File: config.mk
export PLATFORM = sky130hd
export DESIGN_NAME = bf16_to_q10_8_stream
export DESIGN_NICKNAME = d
export VERILOG_FILES = /design/src/rtl/bf16_to_q10_8_stream.sv
export SDC_FILE = /design/constraint.sdc
export NUM_CORES = 1
export LEC_CHECK = 0
export CELL_PAD_IN_SITES_DETAIL_PLACEMENT = 1
export CELL_PAD_IN_SITES_GLOBAL_PLACEMENT = 2
export CORE_MARGIN = 2
export CORE_UTILIZATION = 34
export CTS_BUF_LIST = sky130_fd_sc_hd__clkbuf_2
export DETAILED_ROUTE_END_ITERATION = 10
export PLACE_DENSITY_LB_ADDON = 0.1
export RECOVER_POWER = 50
export SYNTH_ARGS = -nofsm -noshare
export SYNTH_HDL_FRONTEND = slang
export SYNTH_SLANG_ARGS = --single-unit
export TNS_END_PERCENT = 30
File: constraint.sdc
create_clock -name clk -period 4.49 [get_ports clk]
set_clock_uncertainty 0.15 [all_clocks]
set_input_delay 0.898 -clock clk [delete_from_list [all_inputs] [get_ports clk]]
set_output_delay 0.898 -clock clk [all_outputs]
set_load 0.02 [all_outputs]
File: src/rtl/bf16_to_q10_8_stream.sv
// BF16 -> signed Q10.8 streaming converter.
// Two-stage valid/ready pipeline with saturation and sticky status.
module bf16_to_q10_8_stream #(
  parameter int FRAC_BITS = 8,
  parameter int CNT_W     = 8
) (
  input  logic             clk,
  input  logic             rst_n,
  input  logic             in_valid,
  output logic             in_ready,
  input  logic [15:0]      in_bf16,
  output logic             out_valid,
  input  logic             out_ready,
  output logic [17:0]      out_q,
  output logic             out_sat,
  output logic             nan_seen,
  output logic [CNT_W-1:0] sat_count,
  input  logic             clr_stat
);

  // Value scaled to Q.FRAC_BITS is sig * 2^(exp - bias).
  localparam logic signed [9:0] SHIFT_BIAS =
    10'(134 - FRAC_BITS);
  localparam logic [17:0] Q_MAX = 18'h1FFFF;
  localparam logic [17:0] Q_MIN = 18'h20000;
  localparam logic [18:0] MAG_POS = 19'd131071;
  localparam logic [18:0] MAG_NEG = 19'd131072;

  typedef struct packed {
    logic              sign;
    logic              nan;
    logic              inf;
    logic              zero;
    logic [7:0]        sig;
    logic signed [9:0] shift;
  } dec_t;

  dec_t        dec_c;
  dec_t        s1;
  logic        s1_v;
  logic        s2_v;
  logic        adv2;
  logic        acc_in;
  logic        out_fire;
  logic [7:0]  exp_f;
  logic [6:0]  man_f;
  logic        ovf;
  logic [2:0]  nsh;
  logic [18:0] mag;
  logic [17:0] q_c;
  logic        sat_c;

  assign exp_f     = in_bf16[14:7];
  assign man_f     = in_bf16[6:0];
  assign adv2      = !s2_v || out_ready;
  assign in_ready  = !s1_v || adv2;
  assign acc_in    = in_valid && in_ready;
  assign out_valid = s2_v;
  assign out_fire  = s2_v && out_ready;

  // Stage 1 decode: split fields and classify the operand.
  always_comb begin
    dec_c       = '0;
    dec_c.sign  = in_bf16[15];
    dec_c.nan   = (exp_f == 8'hFF) && (man_f != 7'd0);
    dec_c.inf   = (exp_f == 8'hFF) && (man_f == 7'd0);
    dec_c.zero  = (exp_f == 8'h00);
    dec_c.sig   = {1'b1, man_f};
    dec_c.shift = $signed({2'b00, exp_f}) - SHIFT_BIAS;
  end

  // Stage 2 align: shift the significand, truncating toward zero.
  always_comb begin
    ovf = 1'b0;
    mag = '0;
    nsh = 3'd0 - s1.shift[2:0];
    if (s1.shift >= 10'sd11) begin
      ovf = 1'b1;
    end else if (s1.shift >= 10'sd0) begin
      mag = {11'd0, s1.sig} << s1.shift[3:0];
    end else if (s1.shift > -10'sd8) begin
      mag = {11'd0, s1.sig} >> nsh;
    end
  end

  // Stage 2 clamp: pick result and saturation flag per class.
  always_comb begin
    q_c   = '0;
    sat_c = 1'b0;
    unique case (1'b1)
      s1.nan: begin
        q_c = '0;
      end
      s1.zero: begin
        q_c = '0;
      end
      s1.inf: begin
        sat_c = 1'b1;
        q_c   = s1.sign ? Q_MIN : Q_MAX;
      end
      default: begin
        if (!s1.sign) begin
          if (ovf || mag > MAG_POS) begin
            sat_c = 1'b1;
            q_c   = Q_MAX;
          end else begin
            q_c = mag[17:0];
          end
        end else begin
          if (ovf || mag > MAG_NEG) begin
            sat_c = 1'b1;
            q_c   = Q_MIN;
          end else begin
            q_c = ~mag[17:0] + 18'd1;
          end
        end
      end
    endcase
  end

  // Pipeline registers; s2 holds while stalled downstream.
  always_ff @(posedge clk) begin
    if (!rst_n) begin
      s1_v    <= 1'b0;
      s2_v    <= 1'b0;
      s1      <= '0;
      out_q   <= '0;
      out_sat <= 1'b0;
    end else begin
      if (in_ready) begin
        s1_v <= in_valid;
        if (in_valid) s1 <= dec_c;
      end
      if (adv2) begin
        s2_v <= s1_v;
        if (s1_v) begin
          out_q   <= q_c;
          out_sat <= sat_c;
        end
      end
    end
  end

  // Sticky status; a same-cycle event beats clr_stat.
  always_ff @(posedge clk) begin
    if (!rst_n) begin
      nan_seen  <= 1'b0;
      sat_count <= '0;
    end else begin
      if (acc_in && dec_c.nan) begin
        nan_seen <= 1'b1;
      end else if (clr_stat) begin
        nan_seen <= 1'b0;
      end
      if (out_fire && out_sat) begin
        if (clr_stat) begin
          sat_count <= CNT_W'(1);
        end else if (sat_count != '1) begin
          sat_count <= sat_count + CNT_W'(1);
        end
      end else if (clr_stat) begin
        sat_count <= '0;
      end
    end
  end

endmodule
* Yosys cells after proc, flatten, opt, wreduce, memory -nomap -nowiden
Cells that the tools add are included.
** Cells by class
- $add $sub $neg :: 4
- Magnitude comparators :: 5
- Equality and inequality tests :: 2
- Shifts and indexed selects :: 2
- Multiplexer cells :: 19
- Bitwise operators :: 1
- Reduce and logical (&&, ||, !) cells :: 22
** Operators with widths (number)
- $mux W18 :: 4
- $mux W19 :: 3
- $pmux W18 S2 :: 1
- $mux W8 :: 4
- $gt A19 B17 Y1 const B :: 1
- $gt A19 B18 Y1 const B :: 1
- $shl A8 B4 Y19 :: 1
- $shr A8 B3 Y19 :: 1
- $add A18 B1 Y18 const B :: 1
- $not A18 Y18 :: 1
- $ge A10 B1 Y1 const B :: 1
- $ge A10 B5 Y1 const B :: 1
- $gt A10 B4 Y1 const B :: 1
- $sub A8 B7 Y9 const B :: 1
- $add A8 B1 Y8 const B :: 1
- $eq A8 B8 Y1 const B :: 1
- $logic_not A8 Y1 :: 1
- $ne A8 B8 Y1 const B :: 1
- $logic_not A7 Y1 :: 1
- $reduce_bool A7 Y1 :: 1
- $logic_and A1 B1 Y1 :: 6
- $mux W1 :: 6
- $reduce_and A2 Y1 :: 3
- $reduce_bool A2 Y1 :: 3
- other kinds (5) :: 9
** Word-level totals
- Register bits :: 52
- Input port bits :: 21
- Output and inout bits :: 30
- Logic and storage cells :: 67

* Logic depth before layout (Yosys ltp)
Gate-level depths: netlist (run 1).
- Depth in word-level cells :: 10
- Gate-level depth with buffers :: 17
- Gate-level depth less buffers :: 14

* Worst setup path before layout (run 1)
OpenSTA, ideal clock, no wires.
- Path type :: register -> register
- Start :: register s1[1] in the netlist's numbering
- End :: register out_q[14]
- Arrival time :: 3.537 ns
- Data required time :: 4.221 ns
- Setup slack :: 0.684 ns
- Stages on the path, launching flop included :: 18
- Buffers on the path :: 3
- Path through :: dfxtp_1 buf_6 inv_1 ha_1 buf_2 buf_2 mux2i_1 mux2i_1 o21ai_0 a21boi_0 o21bai_1 inv_1 ha_1 o2111ai_2 nor4_4 or4b_1 o21a_1 o221a_1
** On the way
- Word-level cells in the longest chain between the ends :: 10
** RTL lines
- from (decl) :: line 39 : dec_t s1;
- from (signal assigned) :: line 126 : s1 <= '0;
- from (signal assigned) :: line 132 : if (in_valid) s1 <= dec_c;
- $sub A1 B3 Y3 :: line 76 : nsh = 3'd0 - s1.shift[2:0];
- $shr A8 B3 Y19 :: line 82 : mag = {11'd0, s1.sig} >> nsh;
- $mux W19 :: line 81 : end else if (s1.shift > -10'sd8) begin
- $mux W19 :: line 79 : end else if (s1.shift >= 10'sd0) begin
- $mux W19 :: line 77 : if (s1.shift >= 10'sd11) begin
- $not A18 Y18, or another cell as far along :: line 114 : q_c = ~mag[17:0] + 18'd1;
- $add A18 B1 Y18, or another cell as far along :: line 114
- $mux W18, on equally long branches :: line 110, 103
- $mux W18 * :: line 102 : if (!s1.sign) begin
- $pmux W18 S2 * :: line 90 : unique case (1'b1)
- to (signal assigned) :: line 137 : out_q <= q_c;
- to (decl) :: line 14 : output logic [17:0] out_q,
Every way passes the cells marked *; elsewhere a longest branch is shown, timed or not.
A chain may end at the register's enable or synchronous reset.

* Final worst setup path (run 1)
Ends and elaborated chain as after synthesis.

==> results of run 1 <==
synthesized netlist by cell type (10+ instances only):
cell type,n
nor2_1,38
clkbuf_1,18
o21ai_0,34
nor3_1,20
a211oi_1,10
a21oi_1,27
dfxtp_1,51
a21boi_0,16
nor2b_1,12
xor2_1,10
nand2_1,63
mux2i_1,17
nand3_1,17
critical path, cell delays in order (launching register included):
cell and delay, ns:
dfxtp_1 0.39, inv_1 0.11, ha_2 0.53, mux2i_1 0.30
a22oi_1 0.10, o221ai_1 0.20, nor2_1 0.13, a21oi_1 0.25
ha_1 0.26, o2111ai_2 0.22, nor4_4 0.44, or4b_1 0.51
o21a_1 0.20, o221a_1 0.19
layout make-up:
class	count	area [um2]	area share (%)
inverter	7	26.3	0.580
timing repair buffer	62	587	13.0
clock inverter	2	13.8	0.304
tap	143	179	3.95
sequential	51	1020	22.5
multi-input combinational	408	2680	59.1
clock buffer	5	25.0	0.553
per-stage QoR:
step                total power [W]  util, %  instances  area (um2)
floorplan                  0.000804        -        502        3940
global placement           0.000929     39.5        671        4490
detailed placement         0.000934     39.5        671        4490
CTS                         0.00114     39.8        678        4530
global route                0.00120     39.8        678        4530
finish                      0.00113     39.8        678        4530
per-layer routing:
layer,wire length [um],track usage [%],vias up,share of wire [%]
met1,6140,27.3,1944,47
met3,417,4.14,18,3.2
met4,266,7.16,0,2.1
met2,6110,35.3,66,47
li1,-,-,1911,-
met5,0,0,-,0
cells by family (layout without fill, tap and decap cells):
group | after synthesis | count (layout) | synth area share (%)
AND/OR/NAND/NOR | 202 | 202 | 25.5
multiplexers | 29 | 29 | 9.56
XOR/XNOR | 16 | 16 | 3.56
AO/OA/AOI/OAI | 155 | 155 | 27.3
adder cells (fa/ha/maj) | 6 | 6 | 1.91
buffers and inverters | 43 | 76 | 6.22
flip-flops | 51 | 51 | 25.9
report_power, final:
| part | total, W | switching (W) | internal, W |
|---|---|---|---|
| logic | 0.000417 | 0.000244 | 0.000173 |
| clock network | 0.000201 | 0.000165 | 0.0000355 |
| registers | 0.000508 | 0.0000286 | 0.000480 |
| total | 0.00113 | 0.000438 | 0.000688 |
flip-flops by register name, summed over array words and instances (netlist names):
register   flops
out_sat        1
out_valid      1
s1            21
s1_v           1
nan_seen       1
sat_count      8
out_q         18
timing repair:
item	CTS	global route
setup endpoints to repair	0	1
resized for setup	0	1
hold buffers	0	0
final timing paths:
check	to	slack, ns
setup / recovery	out_q[14]$_SDFFE_PN0P_	0.51
hold reg to reg	out_q[3]$_SDFFE_PN0P_	0.36
hold / removal	out_q[3]$_SDFFE_PN0P_	0.36
setup reg to reg	out_q[14]$_SDFFE_PN0P_	0.51
==> impl_metrics.tcl, run 1 <==
set metrics [dict create \
    dieArea_um2 12500 \
    synth_fp_nets 529 \
    slew_viol_final 0 \
    finalCritPeriodShare_pct 88.8 \
    gp_congestion 0.799 \
    finalSetupTns_ns 0 \
    tightestPinTransition_ns 1.13 \
    path_max_fanout 15 \
    drtIter0Drc 203 \
    final_hold_viol_count 0 \
    initial_core_util_pct 34.7 \
    detail_route.drc_violations 0 \
    clock_tree.buffer_depth 2 \
    syn_area_per_cell_um2 7.85 \
    crit_start "s1[1]$_SDFFE_PN0P_" \
    reg2reg_depth 13 \
    ios 51 \
    portBuffers 50 \
    synthCells 502 \
    cts_made_buffers 5 \
    fp.dieW_um 112 \
    vias_per_cell 5.81 \
    ant_nets 0 \
    critPathCaptureType "register" \
    period_needed_ns 3.98 \
    hpwl_mm 9.90 \
    grt-ovfl-total 0 \
    mostFrequentLayoutCells "nand2_1, dfxtp_1, clkdlybuf4s50_1, nor2_1, o21ai_0" \
    vias 3939 \
    fin_ws_ns 0.505 \
    synth.cell_area_um2 3940 \
    drv_cap 0 \
    post-cts-setup-buffers 0 \
    grt_usage_pct 21.1 \
    powerDensity_nw_per_um2 249 \
    grt_pass1_vias 4049 \
    yosysTopAreaCell "dfxtp_1" \
    antenna_found_initial 0 \
    cts-htree-levels 2 \
    critPathArrivalTime_ns 4.31 \
    insertion_delay_ns 0.50 \
    max_slew_margin_pct 24.5 \
    grt_pass1_wl_mm 21.2 \
    critPathKind "register to register" \
    fmax_mhz 251 \
    synth-seq-cells 51 \
    cts_tree "built" \
    die_h_um 112 \
    grt_max_degree 37 \
    finalSetupViolations 0 \
    hp-start "out_q[3]$_SDFFE_PN0P_" \
    synth_edf_count 0 \
    syn_to_final_growth_pct 14.9 \
    antennaDiodeCount 0 \
    clock-sinks 51 \
    wl_mm 12.9 \
    whs_ns 0.363 \
    layout_commonest_cell "nand2_1" \
    p_leak_nw 1.63 \
    cts-root-buf "clkbuf_2" \
    final_nets 562 \
    first_pass_iters 4 \
    path_clk_slew_ns 0.30 \
    crit_required_ns 4.82 \
    yosysTopAreaCellShare_pct 25.9 \
    core-area_um2 11400 \
    crit_path_start_kind "register" \
    post-place-ws_ns 0.367 \
    ys_seq_area_share_pct 25.9 \
    fillCellCount 1415 \
    rsz0062_at_grt "false" \
    ys_async_sr_fraction_pct 0 \
    wire_per_inst_um 19.1 \
    ys_types 73 \
    ys.flop_type "dfxtp_1" \
    rows 39 \
    hold_class "register to register" \
    layout-drive-gt1-share_pct 8.41 \
    reg2reg_from "s1[1]$_SDFFE_PN0P_" \
    ys_warn_count 0 \
    holdPathStages 2 \
    irDropWorstVdd_uv 166 \
    ys_top_cells_by_area "dfxtp_1, nand2_1, mux2i_1" \
    status "finished, final reports clean" \
]
Note: power is estimated with default switching activity, not from simulation.
==> inputs of run 2 (changes only) <==
Settings changed: CAP_MARGIN from default to 30, REMOVE_ABC_BUFFERS from default to 1, SLEW_MARGIN from default to 15.
==> impl_metrics.tcl, run 2 (synthesis gave the netlist of run 1 again) <==
set metrics [dict create \
    fp.dieW_um 112 \
    period_needed_ns 4.08 \
    clock-sinks 51 \
    fillCellCount 1395 \
    ant_nets 0 \
    grt-ovfl-total 0 \
    largest-register "s1" \
    gp_congestion 0.868 \
    grt_usage_pct 21.4 \
    fin_cells 679 \
    clock_tree.buffer_depth 2 \
    insertion_delay_ns 0.51 \
    multi_input_area_um2 2670 \
    antenna_found_initial 1 \
    grt_pass1_wl_mm 21.4 \
    portBuffers 50 \
    vias_per_cell 5.76 \
    final_nets 561 \
    rows 39 \
    post-cts-setup-buffers 0 \
    p_total_w 0.00112 \
    initial_core_util_pct 34.7 \
    cts-htree-levels 2 \
    largest_reg_flops 21 \
    reg_top3 "s1 x21, out_q x18, sat_count x8" \
    path_max_fanout 15 \
    dp.cells 670 \
    crit_path_start_kind "register" \
    mostFrequentLayoutCells "nand2_1, dfxtp_1, clkdlybuf4s50_1, nor2_1, o21ai_0" \
    path_clk_slew_ns 0.29 \
    crit_required_ns 4.81 \
    grt_max_degree 37 \
    finalCritPeriodShare_pct 90.8 \
    first_pass_iters 4 \
    whs_ns 0.365 \
    ios 51 \
    cts-root-buf "clkbuf_2" \
    critPathKind "register to register" \
    grt_pass1_vias 4015 \
    register_area_um2 1020 \
    dieArea_um2 12500 \
    holdBufCountCts 0 \
    critPathArrivalTime_ns 4.40 \
    slew_viol_final 0 \
    detail_route.drc_violations 0 \
    powerDensity_nw_per_um2 248 \
    cts_made_buffers 5 \
    drtIter0Drc 273 \
    syn_to_final_growth_pct 14.8 \
    irDropWorstVdd_uv 169 \
    drv_cap 0 \
    layout-drive-gt1-share_pct 8.04 \
    wl_mm 13.0 \
    core-area_um2 11400 \
    final_hold_viol_count 0 \
    fin_util_pct 39.8 \
    cts_resized 0 \
    cts_tree "built" \
    p_leak_nw 1.62 \
    fmax_mhz 245 \
    hpwl_mm 9.76 \
    max_slew_margin_pct 20.9 \
    critPathCaptureType "register" \
    finalSetupViolations 0 \
    status "finished, final reports clean" \
    layout_commonest_cell "nand2_1" \
    rsz0062_at_grt "false" \
    hold_class "register to register" \
    wire_per_inst_um 19.2 \
    tightestPinTransition_ns 1.19 \
    vias 3911 \
    die_h_um 112 \
]
## run 2: cell types whose count changed in the layout (fill, tap and decap cells not counted)
cell / change
clkbuf_2: +1
dlygate4sd3_1: +1
clkinv_1: +1
ha_1: +1
buf_4: -1
ha_2: -1
clkinv_2: -1
diode_2: +1
clkdlybuf4s50_1: -1
## run 2: cell type report
type / instances / share of cell area [%]
diodes: 1 / 0.0553
clock buffers: 6 / 0.664
clock inverters: 2 / 0.277
inverters: 7 / 0.581
multi-input cells: 408 / 59.1
flip-flops and latches: 51 / 22.6
well taps: 143 / 3.95
repair buffers: 61 / 12.8
## run 2: final timing paths
path	from	end	slack [ns]	cells past startpoint
setup / recovery	s1[0]$_SDFFE_PN0P_	out_q[14]$_SDFFE_PN0P_	0.41	14
hold / removal	out_q[3]$_SDFFE_PN0P_	out_q[3]$_SDFFE_PN0P_	0.37	2
setup reg to reg	s1[0]$_SDFFE_PN0P_	out_q[14]$_SDFFE_PN0P_	0.41	14
hold reg to reg	out_q[3]$_SDFFE_PN0P_	out_q[3]$_SDFFE_PN0P_	0.37	2
## run 2: stage by stage
step,TNS (ns),instance area (um2),setup slack (ns)
floorplan,-0.00771,3720,-0.00771
global placement,0,4480,0.528
detailed placement,0,4480,0.375
CTS,0,4530,0.426
global route,0,4520,0.165
finish,0,4520,0.413
## run 2: critical path, stage by stage, from the launching register on
cell       delay [ns]
dfxtp_1          0.39
inv_2            0.10
ha_1             0.65
mux2i_1          0.30
mux2i_1          0.13
o21ai_0          0.09
a21boi_0         0.18
o21bai_1         0.24
inv_1            0.08
ha_1             0.19
o2111ai_2        0.20
nor4_4           0.46
or4b_1           0.51
o21a_1           0.19
o221a_1          0.20
## run 2: power breakdown
group,internal [W],switching (W),total [W]
Combinational,0.000171,0.000247,0.000418
Clock,0.0000399,0.000160,0.000200
Sequential,0.000479,0.0000273,0.000507
## run 2: per-layer routing
layer / track usage (%) / vias to the layer above / wire (um)
met4: 6.17 / 0 / 255
li1: - / 1917 / -
met1: 28.2 / 1899 / 6150
met2: 35.9 / 79 / 6060
met3: 3.70 / 16 / 541
met5: 0 / - / 0
==> edit, RTL diff (config.mk and constraints of run 2) <==
Change the localparam `Q_MAX` from 18'h1FFFF to 18'h0FFFF.
--- a/src/rtl/bf16_to_q10_8_stream.sv
+++ b/src/rtl/bf16_to_q10_8_stream.sv
@@ -22,5 +22,5 @@
   localparam logic signed [9:0] SHIFT_BIAS =
     10'(134 - FRAC_BITS);
-  localparam logic [17:0] Q_MAX = 18'h1FFFF;
+  localparam logic [17:0] Q_MAX = 18'h0FFFF;
   localparam logic [17:0] Q_MIN = 18'h20000;
   localparam logic [18:0] MAG_POS = 19'd131071;
Function: changed (a bounded check fails within 4 cycles, from zero or initial values and one cycle with rst_n low).
==> edit against run 2 <==
Total power is 0.31% higher. Routed wire length is 5.0% lower. Non-clock buffer count is 6 higher. Worst setup slack better by 0.057 ns. Sequential cell count stayed put. Final area is 0.44% lower. Largest power group unchanged. Sequential share of layout area is 0.10 points higher. First-iteration DRC count is 41% lower. Worst hold slack worse by 0.012 ns. Area after synthesis is 2.9% lower. Largest cell class unchanged.
==> edit: results (changes against run 2) <==
| Metric | Value |
|---|---|
| Total GRT Usage | `21.4% (about the same)` |
| WL met2 | `5920 µm (was 6060 µm)` |
| Drt total wl | `12400 µm (was 13000 µm)` |
| First-pass GRT wire length | `20300 µm (was 21400 µm)` |
| Vias | `3830 (was 3911)` |
| Initial DRC count | `162 (was 273)` |
| Final Non-Filler Cells | `667 (was 679)` |
| Fmax | `249 MHz (was 245 MHz)` |
| Multi-input combinational cell count | `388 (was 408)` |
| Area occupied by multi-input gates | `2600 µm² (was 2670 µm²)` |
| Clk_lat worst skew | `0.46 ns (was 0.51 ns)` |
| CP peak stage delay | `0.52 ns (was 0.65 ns)` |
| Hold wc startpoint | `nan_seen (was out_q[3])` |
| Met3 Track Usage GR | `2.82% (was 3.70%)` |
| Pleak | `1.62 nW (about the same)` |
| Met2 Use GR | `36.2% (was 35.9%)` |
| Status | `complete, no violations (unchanged)` |
| Finished Cell Area | `4500 µm² (was 4520 µm²)` |
| Worst Path Arrival | `4.29 ns (was 4.40 ns)` |
| Buffers, non-clock | `67 (was 61)` |
| Final RePlAce weighted congestion | `0.866 (was 0.868)` |
| Crit path max fanout | `8 (was 15)` |
| Relative slew slack | `35.0% (was 20.9%)` |
| Metal-1 WL | `5790 µm (was 6150 µm)` |
| Dpl cells | `659 (was 670)` |
| Clock-cell share of area | `0.944% (was 0.940%)` |
| Hold_ws | `0.353 ns (was 0.365 ns)` |
| Fraction of area in non-clock buffers | `13.8% (was 12.8%)` |
| Met3 wire length | `349 µm (was 541 µm)` |
| Yosys cell types | `62 (was 73)` |
| Top cells by area, synth | `dfxtp_1 (27%), mux4_2 (6.5%), a21oi_1 (6.4%) (was dfxtp_1 (26%), nand2_1 (6.0%), mux2i_1 (4.3%))` |
| Most instantiated cells after synthesis | `dfxtp_1 (51), nand2_1 (51), a21oi_1 (49), nor2_1 (45), clkbuf_1 (30) (was nand2_1 (63), dfxtp_1 (51), nor2_1 (38), o21ai_0 (34), a21oi_1 (27))` |
| Area added between synthesis and finish | `17.7% (was 14.8%)` |
| Grt met1 use | `28.2% (about the same)` |
| Initial antenna violation count | `0 (was 1)` |
| Ant. Diodes | `0 (was 1)` |
| R2R Setup Slk | `0.47 ns (was 0.41 ns)` |
| Sequential share of the synthesized area | `26.7% (was 25.9%)` |
| Layout Nets | `552 (was 561)` |
| HPWL after DPL | `9430 µm (was 9760 µm)` |
| Fillers | `1344 (was 1395)` |
| CP max-delay cell | `or3_1 (was ha_1)` |
| Sequential cell area share | `22.7% (was 22.6%)` |
| CP startpoint | `s1[1] (was s1[0])` |
| Worst VDD drop | `105 µV (was 169 µV)` |
| Syn Inst Count | `491 (was 502)` |
==> edit: changes by cell type in the layout (fill, tap and decap cells not counted), sizes merged, moves of 8 or more <==
cell / before / now
a21boi: 16 / 1
a21oi: 27 / 49
a221oi: 1 / 9
nand2: 63 / 51
o21a: 10 / 2
o21ai: 37 / 19
==> edit: report_power, final <==
group | internal [mW] | switching (mW)
Sequential | 0.479 | 0.0242
Combinational | 0.180 | 0.242
Clock | 0.0404 | 0.162
==> edit: kinds of logic after synthesis <==
kind of cell    count (synthesis)  synth area share [%]
simple gates                  202                  27.4
compound gates                135                  23.1
buf+inv                        52                  5.62
flops                          51                  26.7
mux                            33                  12.6
xor+xnor                       13                  2.97
fa+ha+maj                       5                  1.63
==> edit: worst paths after layout <==
path / end / cells past startpoint
setup reg to reg: out_q[7] / 13
hold / removal: nan_seen / 1
setup / recovery: out_q[7] / 13
hold reg to reg: nan_seen / 1
